===== src/rtl/work_ram_arbiter.sv =====
`default_nettype none
// ============================================================================
// Module   : work_ram_arbiter
// Purpose  : Single-port work/video RAM arbiter (video > CPU > hiscore) with
//            a CPU anti-starvation burst limit. The hiscore port is built in
//            only when HISCORE_PORT_EN is defined.
// Revision : 1.0 - initial release
// ============================================================================
module work_ram_arbiter #(
    parameter int AW            = 13,
    parameter int DW            = 8,
    parameter int VID_BURST_MAX = 3
) (
    input  logic          Clk,
    input  logic          Rst_n,
    input  logic          vid_req,
    input  logic [AW-1:0] vid_addr,
    output logic [DW-1:0] vid_data,
    output logic          vid_valid,
    output logic          vid_overrun,
    input  logic          cpu_req,
    input  logic          cpu_we,
    input  logic [AW-1:0] cpu_addr,
    input  logic [DW-1:0] cpu_wdata,
    output logic [DW-1:0] cpu_rdata,
    output logic          cpu_ack,
`ifdef HISCORE_PORT_EN
    input  logic          hs_req,
    input  logic          hs_we,
    input  logic [AW-1:0] hs_addr,
    input  logic [DW-1:0] hs_wdata,
    output logic [DW-1:0] hs_rdata,
    output logic          hs_ack,
`endif
    output logic [AW-1:0] ram_addr,
    output logic          ram_we,
    output logic [DW-1:0] ram_wdata,
    input  logic [DW-1:0] ram_rdata
);

    typedef enum logic [1:0] {
        S_IDLE    = 2'd0,
        S_ISSUE   = 2'd1,
        S_CAPTURE = 2'd2
    } state_t;

    localparam logic [1:0] c_OWN_VID = 2'd0;
    localparam logic [1:0] c_OWN_CPU = 2'd1;
    localparam logic [1:0] c_OWN_HS  = 2'd2;
    localparam logic [2:0] c_VB_MAX  = 3'(VID_BURST_MAX);

    state_t        r_state, w_state_nxt;
    logic [1:0]    r_owner, w_gnt_owner;
    logic          r_acc_we;
    logic [2:0]    r_vburst;

    logic          r_vid_pend;
    logic [AW-1:0] r_vid_addr;
    logic          r_cpu_pend, r_cpu_we;
    logic [AW-1:0] r_cpu_addr;
    logic [DW-1:0] r_cpu_wdata;

    logic          w_hs_pend, w_hs_we;
    logic [AW-1:0] w_hs_addr;
    logic [DW-1:0] w_hs_wdata;

    logic          w_any_pend, w_decide, w_cpu_force, w_capture;

    assign w_any_pend  = r_vid_pend | r_cpu_pend | w_hs_pend;
    assign w_decide    = ((r_state == S_IDLE) || (r_state == S_CAPTURE)) && w_any_pend;
    assign w_cpu_force = r_cpu_pend && (r_vburst >= c_VB_MAX);
    assign w_capture   = (r_state == S_CAPTURE);

    always_comb begin
        w_state_nxt = r_state;
        w_gnt_owner = c_OWN_VID;
        case (r_state)
            S_IDLE:    if (w_any_pend) w_state_nxt = S_ISSUE;
            S_ISSUE:   w_state_nxt = S_CAPTURE;
            S_CAPTURE: w_state_nxt = w_any_pend ? S_ISSUE : S_IDLE;
            default:   w_state_nxt = S_IDLE;
        endcase
        if (r_vid_pend && !w_cpu_force) w_gnt_owner = c_OWN_VID;
        else if (r_cpu_pend)            w_gnt_owner = c_OWN_CPU;
        else                            w_gnt_owner = c_OWN_HS;
    end

    // Grant edge loads the RAM port; ram_we self-clears after the ISSUE cycle.
    always_ff @(posedge Clk or negedge Rst_n) begin
        if (!Rst_n) begin
            r_state   <= S_IDLE;
            r_owner   <= c_OWN_VID;
            r_acc_we  <= 1'b0;
            r_vburst  <= '0;
            ram_addr  <= '0;
            ram_we    <= 1'b0;
            ram_wdata <= '0;
        end else begin
            r_state <= w_state_nxt;
            ram_we  <= 1'b0;
            if (w_decide) begin
                r_owner <= w_gnt_owner;
                case (w_gnt_owner)
                    c_OWN_CPU: begin
                        ram_addr  <= r_cpu_addr;
                        ram_we    <= r_cpu_we;
                        ram_wdata <= r_cpu_wdata;
                        r_acc_we  <= r_cpu_we;
                    end
                    c_OWN_HS: begin
                        ram_addr  <= w_hs_addr;
                        ram_we    <= w_hs_we;
                        ram_wdata <= w_hs_wdata;
                        r_acc_we  <= w_hs_we;
                    end
                    default: begin
                        ram_addr <= r_vid_addr;
                        r_acc_we <= 1'b0;
                    end
                endcase
            end
            if (!r_cpu_pend)
                r_vburst <= '0;
            else if (w_decide)
                r_vburst <= (w_gnt_owner == c_OWN_VID) ? r_vburst + 3'd1 : 3'd0;
        end
    end

    always_ff @(posedge Clk or negedge Rst_n) begin
        if (!Rst_n) begin
            r_vid_pend  <= 1'b0;
            r_vid_addr  <= '0;
            vid_overrun <= 1'b0;
            vid_valid   <= 1'b0;
            vid_data    <= '0;
            r_cpu_pend  <= 1'b0;
            r_cpu_we    <= 1'b0;
            r_cpu_addr  <= '0;
            r_cpu_wdata <= '0;
            cpu_ack     <= 1'b0;
            cpu_rdata   <= '0;
        end else begin
            if (w_decide && (w_gnt_owner == c_OWN_VID)) begin
                r_vid_pend <= 1'b0;
            end else if (vid_req && !r_vid_pend) begin
                r_vid_pend <= 1'b1;
                r_vid_addr <= vid_addr;
            end
            if (vid_req && r_vid_pend) vid_overrun <= 1'b1;

            if (w_decide && (w_gnt_owner == c_OWN_CPU)) begin
                r_cpu_pend <= 1'b0;
            end else if (cpu_req && !r_cpu_pend) begin
                r_cpu_pend  <= 1'b1;
                r_cpu_we    <= cpu_we;
                r_cpu_addr  <= cpu_addr;
                r_cpu_wdata <= cpu_wdata;
            end

            vid_valid <= w_capture && (r_owner == c_OWN_VID);
            if (w_capture && (r_owner == c_OWN_VID)) vid_data <= ram_rdata;
            cpu_ack <= w_capture && (r_owner == c_OWN_CPU);
            if (w_capture && (r_owner == c_OWN_CPU) && !r_acc_we) cpu_rdata <= ram_rdata;
        end
    end

`ifdef HISCORE_PORT_EN
    logic          r_hs_pend, r_hs_we;
    logic [AW-1:0] r_hs_addr;
    logic [DW-1:0] r_hs_wdata;

    always_ff @(posedge Clk or negedge Rst_n) begin
        if (!Rst_n) begin
            r_hs_pend  <= 1'b0;
            r_hs_we    <= 1'b0;
            r_hs_addr  <= '0;
            r_hs_wdata <= '0;
            hs_ack     <= 1'b0;
            hs_rdata   <= '0;
        end else begin
            if (w_decide && (w_gnt_owner == c_OWN_HS)) begin
                r_hs_pend <= 1'b0;
            end else if (hs_req && !r_hs_pend) begin
                r_hs_pend  <= 1'b1;
                r_hs_we    <= hs_we;
                r_hs_addr  <= hs_addr;
                r_hs_wdata <= hs_wdata;
            end
            hs_ack <= w_capture && (r_owner == c_OWN_HS);
            if (w_capture && (r_owner == c_OWN_HS) && !r_acc_we) hs_rdata <= ram_rdata;
        end
    end

    assign w_hs_pend  = r_hs_pend;
    assign w_hs_we    = r_hs_we;
    assign w_hs_addr  = r_hs_addr;
    assign w_hs_wdata = r_hs_wdata;
`else
    assign w_hs_pend  = 1'b0;
    assign w_hs_we    = 1'b0;
    assign w_hs_addr  = '0;
    assign w_hs_wdata = '0;
`endif

endmodule
`default_nettype wire

===== config.mk =====
export PLATFORM = sky130hd
export DESIGN_NAME = work_ram_arbiter
export DESIGN_NICKNAME = d
export VERILOG_FILES = /design/src/rtl/work_ram_arbiter.sv
export SDC_FILE = /design/constraint.sdc
export NUM_CORES = 1
export LEC_CHECK = 0
export CORE_ASPECT_RATIO = 1.5
export CORE_MARGIN = 2
export CORE_UTILIZATION = 59
export CTS_BUF_LIST = sky130_fd_sc_hd__clkbuf_4 sky130_fd_sc_hd__clkbuf_8
export DETAILED_ROUTE_END_ITERATION = 12
export DONT_BUFFER_PORTS = 1
export PLACE_DENSITY = 0.78
export SETUP_SLACK_MARGIN = 0.02
export SYNTH_ARGS = -nofsm -noshare
export SYNTH_HDL_FRONTEND = slang
export SYNTH_SLANG_ARGS = --single-unit

===== constraint.sdc =====
create_clock -name Clk -period 1.87 [get_ports Clk]
set_input_delay 0.0935 -clock Clk [delete_from_list [all_inputs] [get_ports Clk]]
set_output_delay 0.0935 -clock Clk [all_outputs]
set_load 0.01 [all_outputs]

Word-level counts from Yosys, hierarchy flattened
Cells that the tools add are included.

word-level totals
  flip-flop bits (word level) = 86
  input bits = 47
  output and inout bits = 41
  logic and storage cells = 71

operators by class
  $add $sub $neg = 1
  $lt $le $gt $ge = 1
  eq/ne operators = 7
  muxes and demuxes = 16
  bitwise operators = 3
  reduce and logical (&&, ||, !) cells = 25

operator list
  operator             number
  $pmux 13 s2          1
  $pmux 8 s2           1
  $logic_and 1x1->1    11
  $mux 3               3
  $mux 1               7
  $eq 2x1->1 const B   3
  $logic_not 2->1      3
  $mux 2               3
  $pmux 2 s3           1
  $reduce_and 2->1     3
  $reduce_bool 2->1    3
  $eq 2x2->1 const B   2
  $logic_not 1->1      4
  $add 3x1->3 const B  1
  $ge 3x2->1 const B   1
  $ne 2x1->1 const B   1
  $ne 2x2->1 const B   1
  $not 1->1            2
  $logic_or 1x1->1     1
  $or 1x1->1           1

Depth between registers and ports, before layout
Gate-level depths: netlist of the first run.

  depth in word-level cells = 9
  mapped depth = 6
  depth with buffers taken out = 5

Worst setup path after synthesis of the first run
Ideal clock, no wire load.

  kind = register -> register
  from = register r_vburst[0]
  to = register ram_addr[2]
  setup time = 0.126 ns
  arrival = 1.747 ns
  data required time = 1.744 ns
  path slack = -0.003 ns
  cell stages (with the launch flop) = 7
  path buffers = 1
  cells stage by stage = dfrtp_1 > ha_1 > ha_1 > nor3b_4 > a211oi_2 > buf_2 > a221o_1

between the ends
  cells in the longest elaborated chain, start to end = 7

RTL lines
  item                                      RTL line  text
  start: declaration                        55        logic [2:0] r_vburst;
  start signal: assignment                  125       r_vburst <= (w_gnt_owner == c_OWN_VID) ? r_vburst + 3'd1 : 3'd0;
  $ge 3x2->1 (*)                            71        assign w_cpu_force = r_cpu_pend && (r_vburst >= c_VB_MAX);
  $logic_and 1x1->1 (*)                     71
  $logic_not 1->1 (*)                       83        if (r_vid_pend && !w_cpu_force) w_gnt_owner = c_OWN_VID;
  $logic_and 1x1->1 (*)                     83
  $mux 2 (*)                                83
  $eq 2x2->1 or $eq 2x1->1 (tied branches)  103       case (w_gnt_owner)
  $pmux 13 s2 (*)                           103
  end signal: assignment                    105       ram_addr <= r_cpu_addr;
  end signal: assignment                    111       ram_addr <= w_hs_addr;
  end signal: assignment                    117       ram_addr <= r_vid_addr;
  end: declaration                          35        output logic [AW-1:0] ram_addr,

Every way passes the cells marked *; elsewhere a longest branch is shown, timed or not.
A chain may end at the register's enable or synchronous reset.

Worst setup path after layout of the first run
Ends and elaborated chain as after synthesis.

==> out/results.txt, run 1 <==
FF+latch count, synth: 86
largest net degree at the start of global routing: 87
Hold Fails Final Rpt: 86
Initial Utilization: 0.617
detailed-route DRC error count: 0
gr busiest metal: met2
Req. time, crit path: 2.15 ns
DP HPWL: 4500 um
CTS resizes: 0
Period minus WS final: 1.80 ns
DR vias: 2097
crit path DAT: 2.08 ns
met2 Usage GRT: 0.410
worst path buffer plus inverter count: 1
min-delay worst type: in -> async
largest family of logic cells by synthesized area: multiplexers
I/O Pins: 88
Bufs on Longest Clock Path: 2
Synth Area in Compound Gates: 0.0679
reg2reg path depth: 6
layout cells sized above 1: 0.346
Worst-Margin Slew: 0.332 ns
Avg WL per Cell: 19.6 um
antenna-violating nets left: 0
R2R Path End: ram_addr[2]$_DFFE_PN0P_
clk_skew: 0.00966 ns
Internal: 4.85 mW
VDD IR max: 1050 uV
hold_buf cts: 45
CTS tree: done
first-pass GRT wire length: 11300 um
Avg Cell Area, Syn: 15.1 um2
Synth Area in Adders: 0.00738
Final #Nets: 339
met3 usage: 0.0663
GRT overflow: 0
simple-gate share of the synthesized area: 0.0742
r2r setup slk: 0.07 ns
Worst slew margin: 0.779
row count: 33
H-tree Lvls: 3
CP endpoint kind: flop
clock transition at the registers of the reported paths: 0.08 ns
sequential share of the synthesized area: 0.635
Num CTS Buffers: 9
Comb pwr share: 0.315
Die Area: 6380 um2
clock power share: 0.185
initial antenna violation count: 0
gpl congestion: 0.909
critical path fanouts, max: 7
Min Hold Slack: -0.559 ns
Post-Syn Area: 3390 um2
Inserted Diodes: 0
M1 GR Usage: 0.272
RSZ-0062 raised after global routing: true
Sw Ratio: 0.328
largest stage delay on the critical path: 0.39 ns
crit path kind: reg -> reg
fmax: 0.556 GHz
Slew Viols, Final: 0
Critical Path Start Type: flop
TNS Setup: 0 ns
DRT Wirelength: 7170 um
Num Clock Sinks: 86
most used cell, CP: ha_2
failing checks: hold timing
gate count of the mapped netlist: 225
Synth Area in XOR/XNOR: 0
status: complete, but fails checks
CP Cell Sequence: ha_2, ha_2, or3b_1, a211oi_2, buf_4, a221o_1
Unique masters post-synth: 29
area delta synth->final: 25.2%
Starting DRT DRC Count: 131
CP top delay family: flip-flops
Reg-to-Reg Start: r_vburst[0]$_DFFE_PN0P_
PwrDens: 1700 nW/um2
Core Region: 5490 um2
CTS root buffer: clkbuf_8
Slowest-stage cell, CP: dfrtp_1
mux share of post-synthesis cell area: 0.196
total power: 7.21 mW
DIE HEIGHT: 96.8 um
GRT Total Usage: 0.240
die span in x: 65.9 um
Worst-Skew Late Latency: 0.34 ns
leak pwr: 1.85 nW
max-cap violations: 0
DR vias/cell: 5.75
First-pass DRT Iterations: 5
period utilisation layout: 0.961
port bufs: 0
yosys warns: 0
vias in the first global route: 2296
net switching power figure: 2.37 mW
number of setup violations in the final report: 0
Synth Net Count: 274
Reg power frac: 0.501
-- state kept, by name, indices dropped and copies added (netlist names) --
signal / cells
r_vburst: 3
vid_valid: 1
cpu_rdata: 8
vid_overrun: 1
ram_addr: 13
ram_wdata: 8
r_owner: 2
r_vid_addr: 13
r_vid_pend: 1
r_acc_we: 1
r_cpu_addr: 13
cpu_ack: 1
ram_we: 1
r_cpu_wdata: 8
r_cpu_pend: 1
r_state: 2
vid_data: 8
r_cpu_we: 1
-- stage by stage --
stage          std cells  worst slack [ns]  cell area (um2)  hold slack, ns  utilization
2_1_floorplan        225            0.0292             3400          -0.202            -
3_3_place_gp         304             0.128             3580          -0.199        0.652
3_5_place_dp         304            0.0559             3580          -0.200        0.652
4_1_cts              365            0.0434             4240          -0.579        0.773
5_1_grt              365          0.000764             4240          -0.585        0.773
6_report             365            0.0729             4240          -0.559        0.773
-- final cells by class --
type / count / area [um2]
tap: 70 / 87.6
timing repair buffer: 64 / 593
sequential: 86 / 2150
multi-input combinational: 126 / 1190
clock inverter: 4 / 55.1
inverter: 3 / 11.3
clock buffer: 12 / 159
fill: 320 / 1250
-- power by group through the flow --
stage | combinational [mW] | clock, mW | sequential, mW
final | 2.27 | 1.33 | 3.61
after detailed placement | 2.17 | 0 | 3.62
after global routing | 2.46 | 1.44 | 3.71
after CTS | 2.25 | 1.36 | 3.59
after floorplan | 1.69 | 0 | 3.39
after global placement | 2.08 | 0 | 3.59
-- cells in the mapped netlist --
library cell / number / area (um2)
and4bb_2: 1 / 12.5
a21oi_1: 2 / 10.0
nor3b_4: 1 / 18.8
a211o_1: 1 / 8.76
o21bai_1: 1 / 7.51
a211oi_1: 1 / 7.51
nand4b_1: 1 / 8.76
buf_2: 8 / 40.0
a21o_1: 3 / 22.5
and2_1: 13 / 81.3
a211oi_2: 2 / 25.0
dfrtp_1: 86 / 2150
nand3_1: 1 / 5.00
mux2_2: 59 / 664
and3_1: 1 / 6.26
a22o_1: 1 / 8.76
buf_4: 2 / 15.0
nor2_1: 7 / 26.3
or3b_1: 1 / 8.76
nor2b_1: 5 / 31.3
o2111ai_1: 1 / 8.76
nor4b_4: 1 / 23.8
nand2_1: 6 / 22.5
a221o_1: 11 / 110
a31oi_1: 2 / 12.5
a32oi_1: 1 / 8.76
inv_1: 3 / 11.3
ha_1: 2 / 25.0
or3_1: 1 / 6.26
-- worst reg2reg max path, cell delays in order, from the launching register on --
cell	delay [ns]
dfrtp_1	0.39
ha_2	0.19
ha_2	0.20
or3b_1	0.39
a211oi_2	0.22
buf_4	0.20
a221o_1	0.16
-- layer usage --
metal	wire length (um)	vias to the layer above
li1	-	949
met1	2590	1043
met2	3900	92
met3	516	13
met4	163	0
met5	0	-
-- worst max path at each step --
stage          slack (ns)                  endpoint                    start  cells after the start
2_1_floorplan        0.03  ram_wdata[2]$_DFFE_PN0P_  r_vburst[0]$_DFFE_PN0P_                      6
3_3_place_gp         0.13   ram_addr[5]$_DFFE_PN0P_  r_vburst[0]$_DFFE_PN0P_                      6
3_5_place_dp         0.06   ram_addr[3]$_DFFE_PN0P_  r_vburst[0]$_DFFE_PN0P_                      6
4_1_cts              0.04   ram_addr[3]$_DFFE_PN0P_  r_vburst[0]$_DFFE_PN0P_                      6
5_1_grt            0.0008   ram_addr[2]$_DFFE_PN0P_  r_vburst[0]$_DFFE_PN0P_                      6
6_report             0.07   ram_addr[2]$_DFFE_PN0P_  r_vburst[0]$_DFFE_PN0P_                      6
-- cell families after synthesis --
family / Yosys count
compound gates: 26
flops: 86
simple gates: 39
buf+inv: 13
fa+ha+maj: 2
mux: 59
-- what timing repair did --
item | CTS | global route
endpoints found under the hold margin | 140 | 86
buffers inserted | 0 | 0
endpoints found under the setup margin | 0 | 13
-- layout by cell type, fill, tap and decap left out, types with 4 or more instances in the layout --
| master | n |
|---|---|
| dfrtp_1 | 86 |
| mux2_2 | 59 |
| dlygate4sd3_1 | 45 |
| buf_4 | 19 |
| and2_1 | 13 |
| a221o_1 | 11 |
| clkbuf_8 | 11 |
| nor2_1 | 7 |
| nand2_1 | 6 |
| nor2b_1 | 4 |
(Power assumes the default switching activity.)
==> inputs of run 2 (changes only) <==
--- a/config.mk
+++ b/config.mk
@@ -5,6 +5,7 @@
 export SDC_FILE = /design/constraint.sdc
 export NUM_CORES = 1
 export LEC_CHECK = 0
+export ABC_AREA = 1
 export CORE_ASPECT_RATIO = 1.5
 export CORE_MARGIN = 2
 export CORE_UTILIZATION = 59
==> run 2 against run 1 <==
  * The run still ends with hold timing left
  * Area after synthesis increased by 1.7%
  * Combinational power decreased by 2%
  * Die area increased by 1.6%
  * Hold slack got worse by 0.0036 ns
  * Routed wire length decreased by 6.6%
  * Fmax increased by 13%
  * Clock-buffer cell count decreased by 2
==> out/results.txt, run 2 <==
RSZ-0062 raised after global routing: false (was true)
Min Hold Slack: -0.563 ns (was -0.559 ns)
FF+latch count, synth: 86 (unchanged)
Post-Syn Area: 3450 um2 (was 3390 um2)
clk_skew: 0.00979 ns (was 0.00966 ns)
hold_buf cts: 45 (unchanged)
min-delay worst type: in -> async (unchanged)
synth top area cells: dfrtp_1 62%, mux2_2 8.2%, nand2_1 5.0% (was dfrtp_1 63%, mux2_2 20%, a221o_1 3.2%)
Worst-Skew Late Latency: 0.35 ns (was 0.34 ns)
First-pass DRT Iterations: 6 (was 5)
sequential share of the synthesized area: 0.624 (was 0.635)
CP endpoint kind: flop (unchanged)
worst path buffer plus inverter count: 1 (unchanged)
Core Region: 5740 um2 (was 5490 um2)
largest net degree at the start of global routing: 87 (unchanged)
count leader, synth: dfrtp_1 (unchanged)
Avg Cell Area, Syn: 11.1 um2 (was 15.1 um2)
r2r setup slk: 0.28 ns (was 0.07 ns)
Num CTS Buffers: 9 (unchanged)
commonest non-fill, non-tap cell in the layout: dfrtp_1 (unchanged)
number of flops mapped to enable cells by yosys: 0 (unchanged)
port bufs: 0 (unchanged)
crit path DAT: 1.81 ns (was 2.08 ns)
crit path kind: reg -> reg (unchanged)
area delta synth->final: 19.2% (was 25.2%)
fmax: 0.629 GHz (was 0.556 GHz)
CTS resizes: 0 (unchanged)
Inserted Diodes: 0 (unchanged)
yosys warns: 0 (unchanged)
largest stage delay on the critical path: 0.41 ns (was 0.39 ns)
Bufs on Longest Clock Path: 2 (unchanged)
setup bufs post-CTS: 0 (unchanged)
DRT Wirelength: 6690 um (was 7170 um)
FILL cells: 394 (was 320)
leak pwr: 1.93 nW (was 1.85 nW)
layout cells sized above 1: 0.182 (was 0.346)
Internal: 4.24 mW (was 4.85 mW)
initial antenna violation count: 0 (unchanged)
CTS root buffer: clkbuf_8 (unchanged)
status: complete, but fails checks (unchanged)
top cells by count, synth: 86 x dfrtp_1, 46 x nand2_1, 28 x nand3_1 (was 86 x dfrtp_1, 59 x mux2_2, 13 x and2_1)
Comb pwr share: 0.323 (was 0.315)
detailed-route DRC error count: 0 (unchanged)
H-tree Lvls: 3 (unchanged)
area share of the largest cell type after synthesis: 0.624 (was 0.635)
DP HPWL: 4340 um (was 4500 um)
first-pass GRT wire length: 11200 um (was 11300 um)
die span in x: 66.4 um (was 65.9 um)
Slew Viols, Final: 0 (unchanged)
VDD IR max: 957 uV (was 1050 uV)
Worst-Margin Slew: 0.513 ns (was 0.332 ns)
gpl congestion: 0.804 (was 0.909)
clock transition at the registers of the reported paths: 0.08 ns (about the same)
most used cell, CP: ha_1 (was ha_2)
prevailing post-synth register cell: dfrtp_1 (unchanged)
Async SR Flop Fraction: 1.00 (unchanged)
failing checks: hold timing (unchanged)
CP Cell Sequence: ha_1, ha_1, nor2_4, nand3_4, nand3_1, buf_4, o21ai_0 (was ha_2, ha_2, or3b_1, a211oi_2, buf_4, a221o_1)
Period minus WS final: 1.59 ns (was 1.80 ns)
Slowest-stage cell, CP: dfrtp_1 (unchanged)
row count: 34 (was 33)
Worst slew margin: 0.657 (was 0.779)
fin util: 0.716 (was 0.773)
Critical Path Start Type: flop (unchanged)
R2R Path End: ram_wdata[6]$_DFFE_PN0P_ (was ram_addr[2]$_DFFE_PN0P_)
Initial Utilization: 0.600 (was 0.617)
I/O Pins: 88 (unchanged)
Synth Net Count: 360 (was 274)
CTS tree: done (unchanged)
clock power share: 0.166 (was 0.185)
vias in the first global route: 2449 (was 2296)
net switching power figure: 2.66 mW (was 2.37 mW)
GRT Total Usage: 0.225 (was 0.240)
most frequent cells in the layout: 86 x dfrtp_1, 46 x nand2_1, 45 x dlygate4sd3_1 (was 86 x dfrtp_1, 59 x mux2_2, 45 x dlygate4sd3_1)
antenna-violating nets left: 0 (unchanged)
DIE HEIGHT: 97.6 um (was 96.8 um)
Unique masters post-synth: 26 (was 29)
number of setup violations in the final report: 0 (unchanged)
TNS Setup: 0 ns (unchanged)
Synth area leader: dfrtp_1 (unchanged)
Sw Ratio: 0.386 (was 0.328)
Avg WL per Cell: 15.4 um (was 19.6 um)
Num Clock Sinks: 86 (unchanged)
critical path fanouts, max: 20 (was 7)
period utilisation layout: 0.851 (was 0.961)
gate count of the mapped netlist: 311 (was 225)
largest registers: r_cpu_addr (13), r_vid_addr (13), ram_addr (13) (unchanged)
Reg-to-Reg Start: r_vburst[0]$_DFFE_PN0P_ (unchanged)
Die Area: 6480 um2 (was 6380 um2)
DR vias/cell: 5.34 (was 5.75)
CP top delay family: adder cells (was flip-flops)
Req. time, crit path: 2.09 ns (was 2.15 ns)
PwrDens: 1680 nW/um2 (was 1700 nW/um2)
Final #Nets: 407 (was 339)
Hold Fails Final Rpt: 86 (unchanged)
Reg power frac: 0.511 (was 0.501)
Starting DRT DRC Count: 175 (was 131)
GRT overflow: 0 (unchanged)
reg2reg path depth: 7 (was 6)
max-cap violations: 0 (unchanged)
DR vias: 2322 (was 2097)
run 2: changes by cell type in the layout (fill, tap and decap cells not counted), sizes merged, moves of 28 or more:
cell | previous run | this run
inv | 3 | 31
mux2 | 59 | 25
o21ai | 0 | 30
nand3 | 1 | 29
nand2 | 6 | 48
run 2: power groups by stage:
stage	clock network [mW]	registers [mW]	logic, mW
after global routing	1.28	3.62	2.54
after floorplan	0	3.36	1.85
final	1.15	3.52	2.23
after detailed placement	0	3.56	2.15
after global placement	0	3.52	2.02
after CTS	1.19	3.52	2.23
run 2: layout make-up:
type                    count  area, um2  area share
multi-input cells         180       1080       0.263
flip-flops and latches     86       2150       0.523
well taps                  72       90.1      0.0219
clock inverters             6       46.3      0.0113
repair buffers             52        503       0.122
inverters                  29        109      0.0265
clock buffers              10        131      0.0320
run 2: logic make-up (layout without fill, tap and decap cells):
| group | Yosys count | in the layout | synth area share |
|---|---|---|---|
| compound gates | 44 | 44 | 0.0744 |
| fa+ha+maj | 2 | 2 | 0.00726 |
| buf+inv | 45 | 97 | 0.0628 |
| flops | 86 | 86 | 0.624 |
| mux | 25 | 25 | 0.0816 |
| simple gates | 109 | 109 | 0.150 |
run 2: worst register-to-register path: cells and delay by family, from the launching register on:
family / cells / cell delay [ns]
adders and majority gates: 2 / 0.43
DFF: 1 / 0.41
and+or+nand+nor: 3 / 0.29
buffers and inverters: 1 / 0.22
AOI/OAI and AO/OA: 1 / 0.12
run 2: how the worst max path moves through the flow:
| stage | slack, ns | depth (start not counted) | start | endpoint |
|---|---|---|---|---|
| floorplan | 0.46 | 7 | r_vburst[0]$_DFFE_PN0P_ | ram_addr[1]$_DFFE_PN0P_ |
| global placement | 0.39 | 9 | r_vburst[0]$_DFFE_PN0P_ | ram_addr[0]$_DFFE_PN0P_ |
| detailed placement | 0.30 | 9 | r_vburst[0]$_DFFE_PN0P_ | ram_addr[0]$_DFFE_PN0P_ |
| CTS | 0.29 | 9 | r_vburst[0]$_DFFE_PN0P_ | ram_addr[0]$_DFFE_PN0P_ |
| global route | 0.16 | 8 | r_vburst[0]$_DFFE_PN0P_ | ram_wdata[6]$_DFFE_PN0P_ |
| finish | 0.28 | 7 | r_vburst[0]$_DFFE_PN0P_ | ram_wdata[6]$_DFFE_PN0P_ |
run 2: layer usage:
layer	wire (um)	up-vias	GRT usage
met5	0	-	0
met4	95	0	0.0754
met3	411	8	0.0823
met2	3540	83	0.386
met1	2650	1113	0.253
li1	-	1118	-
run 2: through the flow:
step                total power, mW  instances  instance area, um2  hold WS, ns  setup slack (ns)
floorplan                      5.22        311                3450       -0.202             0.464
global placement               5.55        374                3480       -0.199             0.387
detailed placement             5.70        374                3480       -0.200             0.298
CTS                            6.94        435                4110       -0.595             0.290
global route                   7.44        435                4110       -0.610             0.164
finish                         6.90        435                4110       -0.563             0.279
==> inputs of run 3 (changes only) <==
--- a/config.mk
+++ b/config.mk
@@ -7,12 +7,12 @@
 export LEC_CHECK = 0
 export ABC_AREA = 1
 export CORE_ASPECT_RATIO = 1.5
-export CORE_MARGIN = 2
-export CORE_UTILIZATION = 59
+export CORE_MARGIN = 5
+export CORE_UTILIZATION = 55
 export CTS_BUF_LIST = sky130_fd_sc_hd__clkbuf_4 sky130_fd_sc_hd__clkbuf_8
 export DETAILED_ROUTE_END_ITERATION = 12
 export DONT_BUFFER_PORTS = 1
-export PLACE_DENSITY = 0.78
+export PLACE_DENSITY = 0.73
 export SETUP_SLACK_MARGIN = 0.02
 export SYNTH_ARGS = -nofsm -noshare
 export SYNTH_HDL_FRONTEND = slang
==> run 3 against run 2 <==
  * The flow still finishes with violations (hold timing)
  * Final area grew 0.15%
  * Critical path depth grew 1
  * Highest routed layer unchanged
  * Sequential power barely moved
  * Critical path type unchanged
  * Clock power rose by 3%
  * Register-to-register slack worse by 0.11 ns
  * Total power increased by 0.38%
  * Flip-flop and latch count is the same
==> out/results.txt, run 3 (synthesis gave the netlist of run 2 again) <==
Final #Nets: 406 (was 407)
clk_skew: 0.0105 ns (was 0.00979 ns)
initial antenna violation count: 0 (unchanged)
CTS tree: done (unchanged)
Worst-Skew Late Latency: 0.35 ns (about the same)
vias in the first global route: 2534 (was 2449)
hold_buf cts: 45 (unchanged)
CP Cell Sequence: ha_1, ha_1, nor2_4, nand3_4, nand3_1, buf_4, nand2_1, o21ai_1 (was ha_1, ha_1, nor2_4, nand3_4, nand3_1, buf_4, o21ai_0)
max-cap violations: 0 (unchanged)
clock transition at the registers of the reported paths: 0.09 ns (was 0.08 ns)
row count: 35 (was 34)
Die Area: 7990 um2 (was 6480 um2)
DR vias: 2330 (was 2322)
largest net degree at the start of global routing: 87 (unchanged)
VDD IR max: 928 uV (was 957 uV)
Core Region: 6130 um2 (was 5740 um2)
most frequent cells in the layout: 86 x dfrtp_1, 46 x nand2_1, 45 x dlygate4sd3_1 (unchanged)
leak pwr: 1.93 nW (about the same)
RSZ-0062 raised after global routing: true (was false)
Num Clock Sinks: 86 (unchanged)
fin util: 0.672 (was 0.716)
H-tree Lvls: 3 (unchanged)
PwrDens: 1680 nW/um2 (about the same)
period utilisation layout: 0.911 (was 0.851)
Starting DRT DRC Count: 150 (was 175)
Avg WL per Cell: 16.2 um (was 15.4 um)
area delta synth->final: 19.4% (was 19.2%)
status: complete, but fails checks (unchanged)
setup bufs post-CTS: 0 (unchanged)
DP HPWL: 4720 um (was 4340 um)
commonest non-fill, non-tap cell in the layout: dfrtp_1 (unchanged)
M1 GR Usage: 0.238 (was 0.253)
critical path fanouts, max: 20 (unchanged)
CP endpoint kind: flop (unchanged)
detailed-route DRC error count: 0 (unchanged)
First-pass DRT Iterations: 4 (was 6)
DRT Wirelength: 7070 um (was 6690 um)
most used cell, CP: ha_1 (unchanged)
crit path DAT: 1.97 ns (was 1.81 ns)
DIE HEIGHT: 107 um (was 97.6 um)
port bufs: 0 (unchanged)
Num CTS Buffers: 9 (unchanged)
failing checks: hold timing (unchanged)
largest registers: r_cpu_addr (13), r_vid_addr (13), ram_addr (13) (unchanged)
met3 usage: 0.0600 (was 0.0823)
gpl congestion: 0.783 (was 0.804)
Critical Path Start Type: flop (unchanged)
Period minus WS final: 1.70 ns (was 1.59 ns)
TNS Setup: 0 ns (unchanged)
GRT overflow: 0 (unchanged)
FF/Latch Area: 2150 um2 (unchanged)
largest stage delay on the critical path: 0.41 ns (about the same)
gr busiest metal: met2 (unchanged)
Slowest-stage cell, CP: dfrtp_1 (unchanged)
crit path kind: reg -> reg (unchanged)
GRT Total Usage: 0.198 (was 0.225)
FILL cells: 468 (was 394)
first-pass GRT wire length: 12000 um (was 11200 um)
number of setup violations in the final report: 0 (unchanged)
layout cells sized above 1: 0.180 (was 0.182)
Initial Utilization: 0.562 (was 0.600)
Hold Fails Final Rpt: 86 (unchanged)
Slew Viols, Final: 0 (unchanged)
die span in x: 74.7 um (was 66.4 um)
met2 Usage GRT: 0.321 (was 0.386)
I/O Pins: 88 (unchanged)
Worst slew margin: 0.632 (was 0.657)
area of the multi-input gates: 1080 um2 (about the same)
fmax: 0.587 GHz (was 0.629 GHz)
CTS root buffer: clkbuf_8 (unchanged)
Bufs on Longest Clock Path: 2 (unchanged)
Worst-Margin Slew: 0.550 ns (was 0.513 ns)
min-delay worst type: in -> async (unchanged)
Min Hold Slack: -0.570 ns (was -0.563 ns)
DR vias/cell: 5.34 (about the same)
antenna-violating nets left: 0 (unchanged)
Inserted Diodes: 0 (unchanged)
Req. time, crit path: 2.14 ns (was 2.09 ns)
run 3: worst paths after layout:
check	startpoint	end	slack (ns)	depth (start not counted)
worst max-delay path	r_vburst[0]$_DFFE_PN0P_	ram_wdata[5]$_DFFE_PN0P_	0.17	8
worst min-delay path	Rst_n	vid_overrun$_DFFE_PN0P_	-0.57	0
worst max register to register	r_vburst[0]$_DFFE_PN0P_	ram_wdata[5]$_DFFE_PN0P_	0.17	8
worst min register to register	r_state[1]$_DFFE_PN0P_	r_state[1]$_DFFE_PN0P_	0.47	1
max in group asynchronous	Rst_n	r_vid_addr[2]$_DFFE_PN0P_	2.32	0
min in group Clk	cpu_req	r_cpu_wdata[7]$_DFFE_PN0P_	0.11	3
run 3: metrics by stage:
step           instances  area, um2  setup WS (ns)  power (mW)
4_1_cts              436       4110         0.0715        6.97
2_1_floorplan        311       3450          0.464        5.22
5_1_grt              436       4120         0.0159        7.50
3_3_place_gp         375       3480          0.167        5.55
6_report             436       4120          0.167        6.93
3_5_place_dp         375       3480          0.105        5.69
run 3: worst max-delay path: cells and delay by family, from the launching register on:
family,cells,cell delay (ns)
simple gates,4,0.49
fa+ha+maj,2,0.42
flops,1,0.41
buf+inv,1,0.22
compound gates,1,0.09
run 3: area by class of cell:
| type | count | area share |
|---|---|---|
| flip-flops and latches | 86 | 0.523 |
| multi-input cells | 180 | 0.263 |
| repair buffers | 51 | 0.120 |
| clock buffers | 10 | 0.0334 |
| inverters | 29 | 0.0264 |
| well taps | 74 | 0.0225 |
| clock inverters | 6 | 0.0112 |
run 3: where the power goes:
group | internal [mW] | switching, mW
logic | 0.945 | 1.26
clock network | 0.525 | 0.668
registers | 2.77 | 0.768
total | 4.24 | 2.69
run 3: timing repair:
item	4_1_cts	5_1_grt
setup endpoints to repair	0	4
resized for setup	0	1
endpoints found under the hold margin	140	86
run 3: routing by layer:
| layer | up-vias | part of all wire |
|---|---|---|
| met3 | 13 | 0.077 |
| met4 | 0 | 0.017 |
| met5 | - | 0 |
| met1 | 1121 | 0.38 |
| met2 | 76 | 0.52 |
| li1 | 1120 | - |
